$ cat src/rtl/demux_rr_sched.sv
// Round-robin scheduler for the 1-to-4 demux select. It grants one channel
// at a time for a programmable burst and adds an optional guard gap between grants.
module demux_rr_sched #(
  parameter int BURST_W = 4,
  parameter int GAP     = 1
) (
  input  logic               clk,
  input  logic               rst,
  input  logic [3:0]         req,
  input  logic [BURST_W-1:0] burst_len,
  output logic [1:0]         sel,
  output logic               route_en,
  output logic [3:0]         gnt,
  output logic [3:0]         done,
  output logic               busy
);

  typedef enum logic [1:0] {S_IDLE, S_GRANT, S_GAP} state_t;

  localparam logic [2:0] GCNT_INIT = (GAP > 0) ? 3'(GAP - 1) : 3'd0;

  state_t             state, state_n;
  logic [1:0]         ptr, ptr_n, sel_n;
  logic [BURST_W-1:0] cnt, cnt_n;
  logic [2:0]         gcnt, gcnt_n;
  logic [3:0]         gnt_n, done_n;
  logic               route_n, busy_n;
  logic               found;
  logic [1:0]         winner, idx;

  // Scan req from ptr upward (mod 4); the first set bit wins.
  always_comb begin
    found  = 1'b0;
    winner = ptr;
    idx    = ptr;
    for (int unsigned i = 0; i < 4; i++) begin
      idx = ptr + 2'(i);
      if (!found && req[idx]) begin
        found  = 1'b1;
        winner = idx;
      end
    end
  end

  always_comb begin
    state_n = state;
    sel_n   = sel;
    gnt_n   = gnt;
    route_n = route_en;
    busy_n  = busy;
    done_n  = '0;
    ptr_n   = ptr;
    cnt_n   = cnt;
    gcnt_n  = gcnt;
    unique case (state)
      S_IDLE: begin
        if (found) begin
          state_n = S_GRANT;
          sel_n   = winner;
          gnt_n   = 4'b0001 << winner;
          route_n = 1'b1;
          busy_n  = 1'b1;
          cnt_n   = (burst_len == '0) ? '0 : burst_len - BURST_W'(1);
        end
      end
      S_GRANT: begin
        if (cnt == '0 || !req[sel]) begin
          gnt_n   = '0;
          route_n = 1'b0;
          done_n  = 4'b0001 << sel;
          ptr_n   = sel + 2'd1;
          if (GAP > 0) begin
            state_n = S_GAP;
            gcnt_n  = GCNT_INIT;
            busy_n  = 1'b1;
          end else begin
            state_n = S_IDLE;
            busy_n  = 1'b0;
          end
        end else begin
          cnt_n = cnt - BURST_W'(1);
        end
      end
      S_GAP: begin
        if (gcnt == '0) begin
          state_n = S_IDLE;
          busy_n  = 1'b0;
        end else begin
          gcnt_n = gcnt - 3'd1;
        end
      end
      default: state_n = S_IDLE;
    endcase
  end

  always_ff @(posedge clk) begin
    if (rst) begin
      state    <= S_IDLE;
      sel      <= '0;
      gnt      <= '0;
      route_en <= 1'b0;
      busy     <= 1'b0;
      done     <= '0;
      ptr      <= '0;
      cnt      <= '0;
      gcnt     <= '0;
    end else begin
      state    <= state_n;
      sel      <= sel_n;
      gnt      <= gnt_n;
      route_en <= route_n;
      busy     <= busy_n;
      done     <= done_n;
      ptr      <= ptr_n;
      cnt      <= cnt_n;
      gcnt     <= gcnt_n;
    end
  end

endmodule

$ cat config.mk
export PLATFORM = sky130hd
export DESIGN_NAME = demux_rr_sched
export DESIGN_NICKNAME = d
export VERILOG_FILES = /design/src/rtl/demux_rr_sched.sv
export SDC_FILE = /design/constraint.sdc
export NUM_CORES = 1
export LEC_CHECK = 0
export ABC_CLOCK_PERIOD_IN_PS = 4910
export BUFFER_PORTS_ARGS = -buffer_cell sky130_fd_sc_hd__buf_2
export CORE_AREA = 2 2 50 52
export DETAILED_ROUTE_END_ITERATION = 8
export DIE_AREA = 0 0 52 54
export GPL_ROUTABILITY_DRIVEN = 0
export HOLD_SLACK_MARGIN = 0.05
export PLACE_DENSITY = 0.76
export RECOVER_POWER = 25
export SLEW_MARGIN = 15
export SYNTH_ARGS = -nofsm -noshare
export SYNTH_HDL_FRONTEND = slang
export SYNTH_SLANG_ARGS = --single-unit
$ cat constraint.sdc
create_clock -name clk -period 4.91 [get_ports clk]
set_clock_uncertainty 0.2 [all_clocks]
set_input_delay 0.491 -clock clk [delete_from_list [all_inputs] [get_ports clk]]
set_output_delay 0.491 -clock clk [all_outputs]
set_load 0.02 [all_outputs]
==> summary.md, run 1 <==
| Metric | Value |
|---|---|
| I/O pin count | 22 |
| Initial Util | 0.511 |
| Drc violations | 0 |
| CP arrival | a little over 2000 ps |
| Clock Pin Slew Worst Setup and Hold Paths | 120 ps |
| Area of the core | between 2000 and 2500 µm² |
| Post-route cell area | 1320 µm² |
| Post-synth top flop | dfxtp_1 |
| Status | finished clean |
| Cell chain of the critical path | mux4_2 > a21oi_2 > nand2b_4 > mux2i_1 > nor2_1 |
| Nets | ~170 |
| Detail Placement HPWL | 1790 µm |
| Drt first pass iters | 4 |
| Slowest-stage cell, CP | mux4_2 |
| Xor-xnor portion of the synthesized cell area | 0.0222 |
| Vias in the first global route | between 900 and 1,000 |
| Crit path max fanout | 9 |
| CP Capture Type | register |
| Ant diodes | 0 |
| Hold-critical path depth | 2 |
| Hold WC Path Type | register to register |
| P per Cell Area | 447 nW/µm² |
| Syn nets | 151 |
| Clk sinks | 23 |
| Compound-Gate Fraction of Synth Area | 0.212 |
| Max incr delay on CP | between 600 and 700 ps |
| Fmax | a little under 0.5 GHz |
| Cell area after synthesis | about 1200 µm² |
| Vias per cell | around 6 |
| Area after DPL | 1300 µm² |
| Post_cts resized | 0 |
| Mux cell area share after synthesis | 0.0275 |
| Final period utilization | 0.421 |
| Netlist cell types | between 40 and 50 |
| Final Max Tran Viols | 0 |
| Gate Count Post-Synth | between 100 and 150 |
| Total gr overflow | 0 |
| Iteration-0 DRC Markers | 18 |
| Fin crit period | approximately 2100 ps |
| Syn Area/Cell | around 8.6 µm² |
| Asr flop ratio synth | 0 |
| Initial antenna violation count | 0 |
| Number of setup buffers added after CTS | 0 |
| Simple-gate share of the synthesized area | 0.263 |
| Clock root buffer | clkbuf_4 |
| Hold_buf cts | 0 |
| Leak | approximately 0.5 nW |
| # setup viols final | 0 |
| Total GRT Usage | 0.201 |
| Largest net degree at the start of global routing | 26 |
| IO Port Bufs | 21 |
| Area grow syn2layout | 11.2% |
| Vias | between 1,000 and 1,500 |
| CTS tree | done |
| Antenna-violating nets left | 0 |
| Combinational family with the most area after synthesis | simple AND/OR/NAND/NOR gates |
| Post-route setup TNS | 0 ps |
| Peak supply drop | 0.000207 V |
| Max-Cap Viols | 0 |
| WL per Instance | between 10 and 15 µm |
| Warnings from Yosys | 0 |
| R2R depth | 5 |
| First-pass GRT wire length | between 4000 and 5000 µm |
| Num rows | 18 |
| Die height | around 54 µm |
| Post-synth EDFFs | 0 |
| Final wirelength | roughly 2600 µm |
| Die X | about 52 µm |
| #FFs+latches synth | 23 |
| CTS max path bufs | 2 |
| Skew-Pair Late Insertion Delay | 320 ps |
| Layout cell share with drive strength beyond 1 | 0.153 |
| Critical path type | register to register |
| Total CTS buffers | 3 |
| Seq/Total Area, Yosys | 0.389 |
| CP required | approximately 4900 ps |
| Deepest level of the CTS H-tree | 1 |
| Setup crit start kind | register |
| Slew margin rel. | 0.540 |
| Final Hold Viols | 0 |
| Die footprint | approximately 2800 µm² |
| Fillcell total | about 230 |
| Unrepaired setup endpoints after global routing | no |
| Worst-margin pin slew | ~700 ps |
| Post-synthesis adder-cell area fraction | 0.0422 |
[worst max-delay path: cells and delay by family (launching register included)]
| family | cells | cell delay, ps |
|---|---|---|
| AND/OR/NAND/NOR | 2 | 230 |
| flip-flops | 1 | 530 |
| AO/OA/AOI/OAI | 1 | 180 |
| multiplexers | 2 | 810 |
[worst paths after layout]
path                       startpoint             endpoint  slack (ps)
setup / recovery  sel[0]$_SDFFE_PP0P_  cnt[1]$_SDFFE_PP0P_        2840
hold / removal    gnt[2]$_SDFFE_PP0P_  gnt[2]$_SDFFE_PP0P_         280
setup reg to reg  sel[0]$_SDFFE_PP0P_  cnt[1]$_SDFFE_PP0P_        2840
hold reg to reg   gnt[2]$_SDFFE_PP0P_  gnt[2]$_SDFFE_PP0P_         280
[layer usage]
| metal | GRT usage | share of wire | vias to the layer above |
|---|---|---|---|
| li1 | - | - | 535 |
| met1 | 0.227 | 0.46 | 529 |
| met5 | 0 | 0 | - |
| met2 | 0.376 | 0.49 | 25 |
| met3 | 0.0333 | 0.040 | 3 |
| met4 | 0.0789 | 0.015 | 0 |
[where the power goes]
| group | internal [mW] | switching [mW] |
|---|---|---|
| sequential | 0.222 | 0.0336 |
| clock | 0.0318 | 0.0579 |
| combinational | 0.0955 | 0.148 |
[cell usage after synthesis, types with 2 or more instances]
master	number	share of area
or3_1	3	0.016
nand3_1	5	0.021
clkbuf_1	4	0.013
nand3b_1	4	0.025
a21oi_1	15	0.063
xnor2_1	3	0.022
nor2b_1	4	0.021
inv_1	7	0.022
dfxtp_1	23	0.39
nor3_1	6	0.025
a211oi_1	2	0.013
nor2_1	9	0.029
o21ai_0	8	0.034
nor4b_1	2	0.015
ha_1	4	0.042
nand2b_1	3	0.016
nand2_1	9	0.029
nor4_1	2	0.011
[state kept, by name (all words and copies together), names as in the netlist]
signal    flops
done          4
gcnt          3
ptr           2
sel           2
busy          1
gnt           4
state         2
cnt           4
route_en      1
[cells by family after synthesis]
group | count (synthesis)
compound gates | 38
mux | 2
buf+inv | 12
simple gates | 55
fa+ha+maj | 4
xor+xnor | 3
flops | 23
[metrics by stage]
step / setup WS (ps) / hold WS [ps] / std cells / power [mW] / utilization
finish: 2840 / 278 / 187 / 0.589 / 0.568
detailed placement: 2820 / 262 / 183 / 0.500 / 0.561
global placement: 2840 / 254 / 183 / 0.492 / 0.561
CTS: 2840 / 280 / 187 / 0.593 / 0.572
floorplan: 2900 / 260 / 137 / 0.445 / -
global route: 2710 / 304 / 187 / 0.631 / 0.568
[placed cells by master (no fill, tap or decap), types with 3 or more instances in the layout]
cell,count
o21ai_0,8
dfxtp_1,23
nand2b_1,3
inv_1,7
nor2_1,9
nor2b_1,4
clkbuf_4,3
or3_1,3
nand3b_1,4
ha_1,4
nand2_1,9
buf_2,13
a21oi_1,15
nand3_1,5
xnor2_1,3
nor3_1,6
clkbuf_1,9
[cell type report]
class                           count  area (µm²)  area share
Multi-Input combinational cell    102         672       0.510
Tap cell                           30        37.5      0.0285
Timing Repair Buffer               21        95.1      0.0722
Inverter                            7        26.3      0.0199
Clock buffer                        4        26.3      0.0199
Sequential cell                    23         460       0.349
No activity file was read; power rests on OpenSTA's default activity.
==> run 2, diff against run 1 <==
Settings changed: ABC_CLOCK_PERIOD_IN_PS 4910 to 1850, CORE_AREA 2 2 50 52 to 2 2 53 55, DIE_AREA 0 0 52 54 to 0 0 55 57, PLACE_DENSITY 0.76 to 0.71.
Clock period 4.91 ns to 1.85 ns, I/O delays scaled along.
==> summary.md, run 2 (synthesized netlist as in run 1, its figures left out) <==
| Metric | Value |
|---|---|
| Area grow syn2layout | 20.3% |
| Int Power | 1.03 mW |
| CTS max path bufs | 2 |
| Final period utilization | 1.01 |
| Total CTS buffers | 3 |
| Fin crit period | 1870 ps |
| Inst Count DP | roughly 190 |
| Num rows | 19 |
| Vias | approximately 1,100 |
| Combinational share of power | 0.468 |
| Slowest-stage cell, CP | or3b_4 |
| Max incr delay on CP | approximately 400 ps |
| Critical path type | register to register |
| CP bufs+invs | 1 |
| Layout cell share with drive strength beyond 1 | 0.256 |
| Die footprint | between 3000 and 4000 µm² |
| Clock root buffer | clkbuf_4 |
| Top delay family on crit path | simple AND/OR/NAND/NOR gates |
| Skew-Pair Late Insertion Delay | 320 ps |
| Ant diodes | 0 |
| Largest regs | cnt: 4 flops, done: 4 flops, gnt: 4 flops |
| Clock Pin Slew Worst Setup and Hold Paths | approximately 130 ps |
| Initial antenna violation count | 0 |
| Seq pwr share | 0.391 |
| Die X | ~55 µm |
| Deepest level of the CTS H-tree | 1 |
| Clock Power Share | 0.141 |
| Failing checks | setup timing |
| Fmax | roughly 0.53 GHz |
| Die height | 57 µm |
| Drc violations | 0 |
| Post-route cell area | 1430 µm² |
| Setup slack at placement | -104 ps |
| Hold WC Path Type | primary input to register |
| Largest net degree at the start of global routing | 26 |
| Non-Filler Instances | 199 |
| # setup viols final | 1 |
| Total GRT Usage | 0.185 |
| Slew margin rel. | 0.588 |
| Clk sinks | 23 |
| Antenna-violating nets left | 0 |
| Worst-margin pin slew | 613 ps |
| Final Hold Viols | 0 |
| Peak supply drop | roughly 0.0006 V |
| Worst R2R Setup Slack | -20 ps |
| First-pass GRT wire length | approximately 4300 µm |
| Worst Slack Setup Final | -21.3 ps |
| Most frequent cells in the layout | dfxtp_1, a21oi_1, buf_2, buf_4 |
| Most common cell after layout, fill and taps aside | dfxtp_1 |
| Min Hold Slack | between 50 and 60 ps |
| I/O pin count | 22 |
| Iteration-0 DRC Markers | 14 |
| Area after DPL | around 1400 µm² |
| Crit path max fanout | 7 |
| NetSw | approximately 0.67 mW |
| Final Max Tran Viols | 0 |
| Status | complete, but fails checks |
| WL per Instance | roughly 14 µm |
| CTS tree | done |
| Max-Cap Viols | 0 |
| Unrepaired setup endpoints after global routing | yes |
| Cell chain of the critical path | inv_2 > ha_4 > or3b_4 > a21oi_2 > nand2b_4 > mux2i_1 > nor2_1 |
| Initial Util | 0.453 |
| Drt first pass iters | 4 |
| CP Capture Type | register |
| CP required | ~1900 ps |
| Sw Ratio | 0.394 |
| Vias in the first global route | 1,015 |
| P per Cell Area | approximately 1200 nW/µm² |
| Total gr overflow | 0 |
| Area of the core | about 2600 µm² |
| Vias per cell | between 5 and 6 |
| IO Port Bufs | 21 |
| Leak | approximately 0.56 nW |
| Nets | 183 |
| Setup crit start kind | register |
| Detail Placement HPWL | roughly 1900 µm |
| Core Util, Final | 0.545 |
| Final wirelength | around 2700 µm |
| CP arrival | 1880 ps |
==> run 2: cell types whose count changed in the layout (fill, tap and decap cells not counted), sizes merged <==
cell,delta
buf,+13
clkbuf,-2
==> run 2: area by class of cell <==
cell class,count,area [µm²]
Clock buffer,4,26.3
Timing Repair Buffer,32,180
Inverter,7,26.3
Sequential cell,23,467
Tap cell,31,38.8
Fill cell,254,1190
Multi-Input combinational cell,102,687
==> run 2: what timing repair did <==
item                       CTS  global route
gates resized for setup      2             5
setup endpoints to repair   13             9
hold buffers                 0             0
setup buffers                0             2
pin swaps                    1             4
==> run 2: final timing paths <==
check | startpoint | endpoint | depth (start not counted)
worst min register to register | gnt[0]$_SDFFE_PP0P_ | gnt[0]$_SDFFE_PP0P_ | 2
worst max-delay path | cnt[0]$_SDFFE_PP0P_ | cnt[1]$_SDFFE_PP0P_ | 7
worst max register to register | cnt[0]$_SDFFE_PP0P_ | cnt[1]$_SDFFE_PP0P_ | 7
worst min-delay path | rst | cnt[1]$_SDFFE_PP0P_ | 2
==> run 2: metrics by stage <==
| stage | power [mW] | TNS [ps] |
|---|---|---|
| 2_1_floorplan | 1.18 | -35.4 |
| 3_3_place_gp | 1.38 | -40.5 |
| 3_5_place_dp | 1.41 | -511 |
| 4_1_cts | 1.66 | 0 |
| 5_1_grt | 1.82 | -315 |
| 6_report | 1.70 | -21.3 |
==> run 2: routing by layer <==
layer	vias up	share of wire	GRT usage
met4	0	0.016	0.0627
met5	-	0	0
met3	5	0.029	0.0393
li1	558	-	-
met2	15	0.51	0.308
met1	521	0.44	0.232
==> run 2: power groups by stage <==
stage	sequential, mW	clock (mW)	combinational [mW]
2_1_floorplan	0.710	0	0.473
3_3_place_gp	0.661	0	0.722
3_5_place_dp	0.667	0	0.744
4_1_cts	0.660	0.243	0.759
5_1_grt	0.677	0.266	0.878
6_report	0.666	0.240	0.796
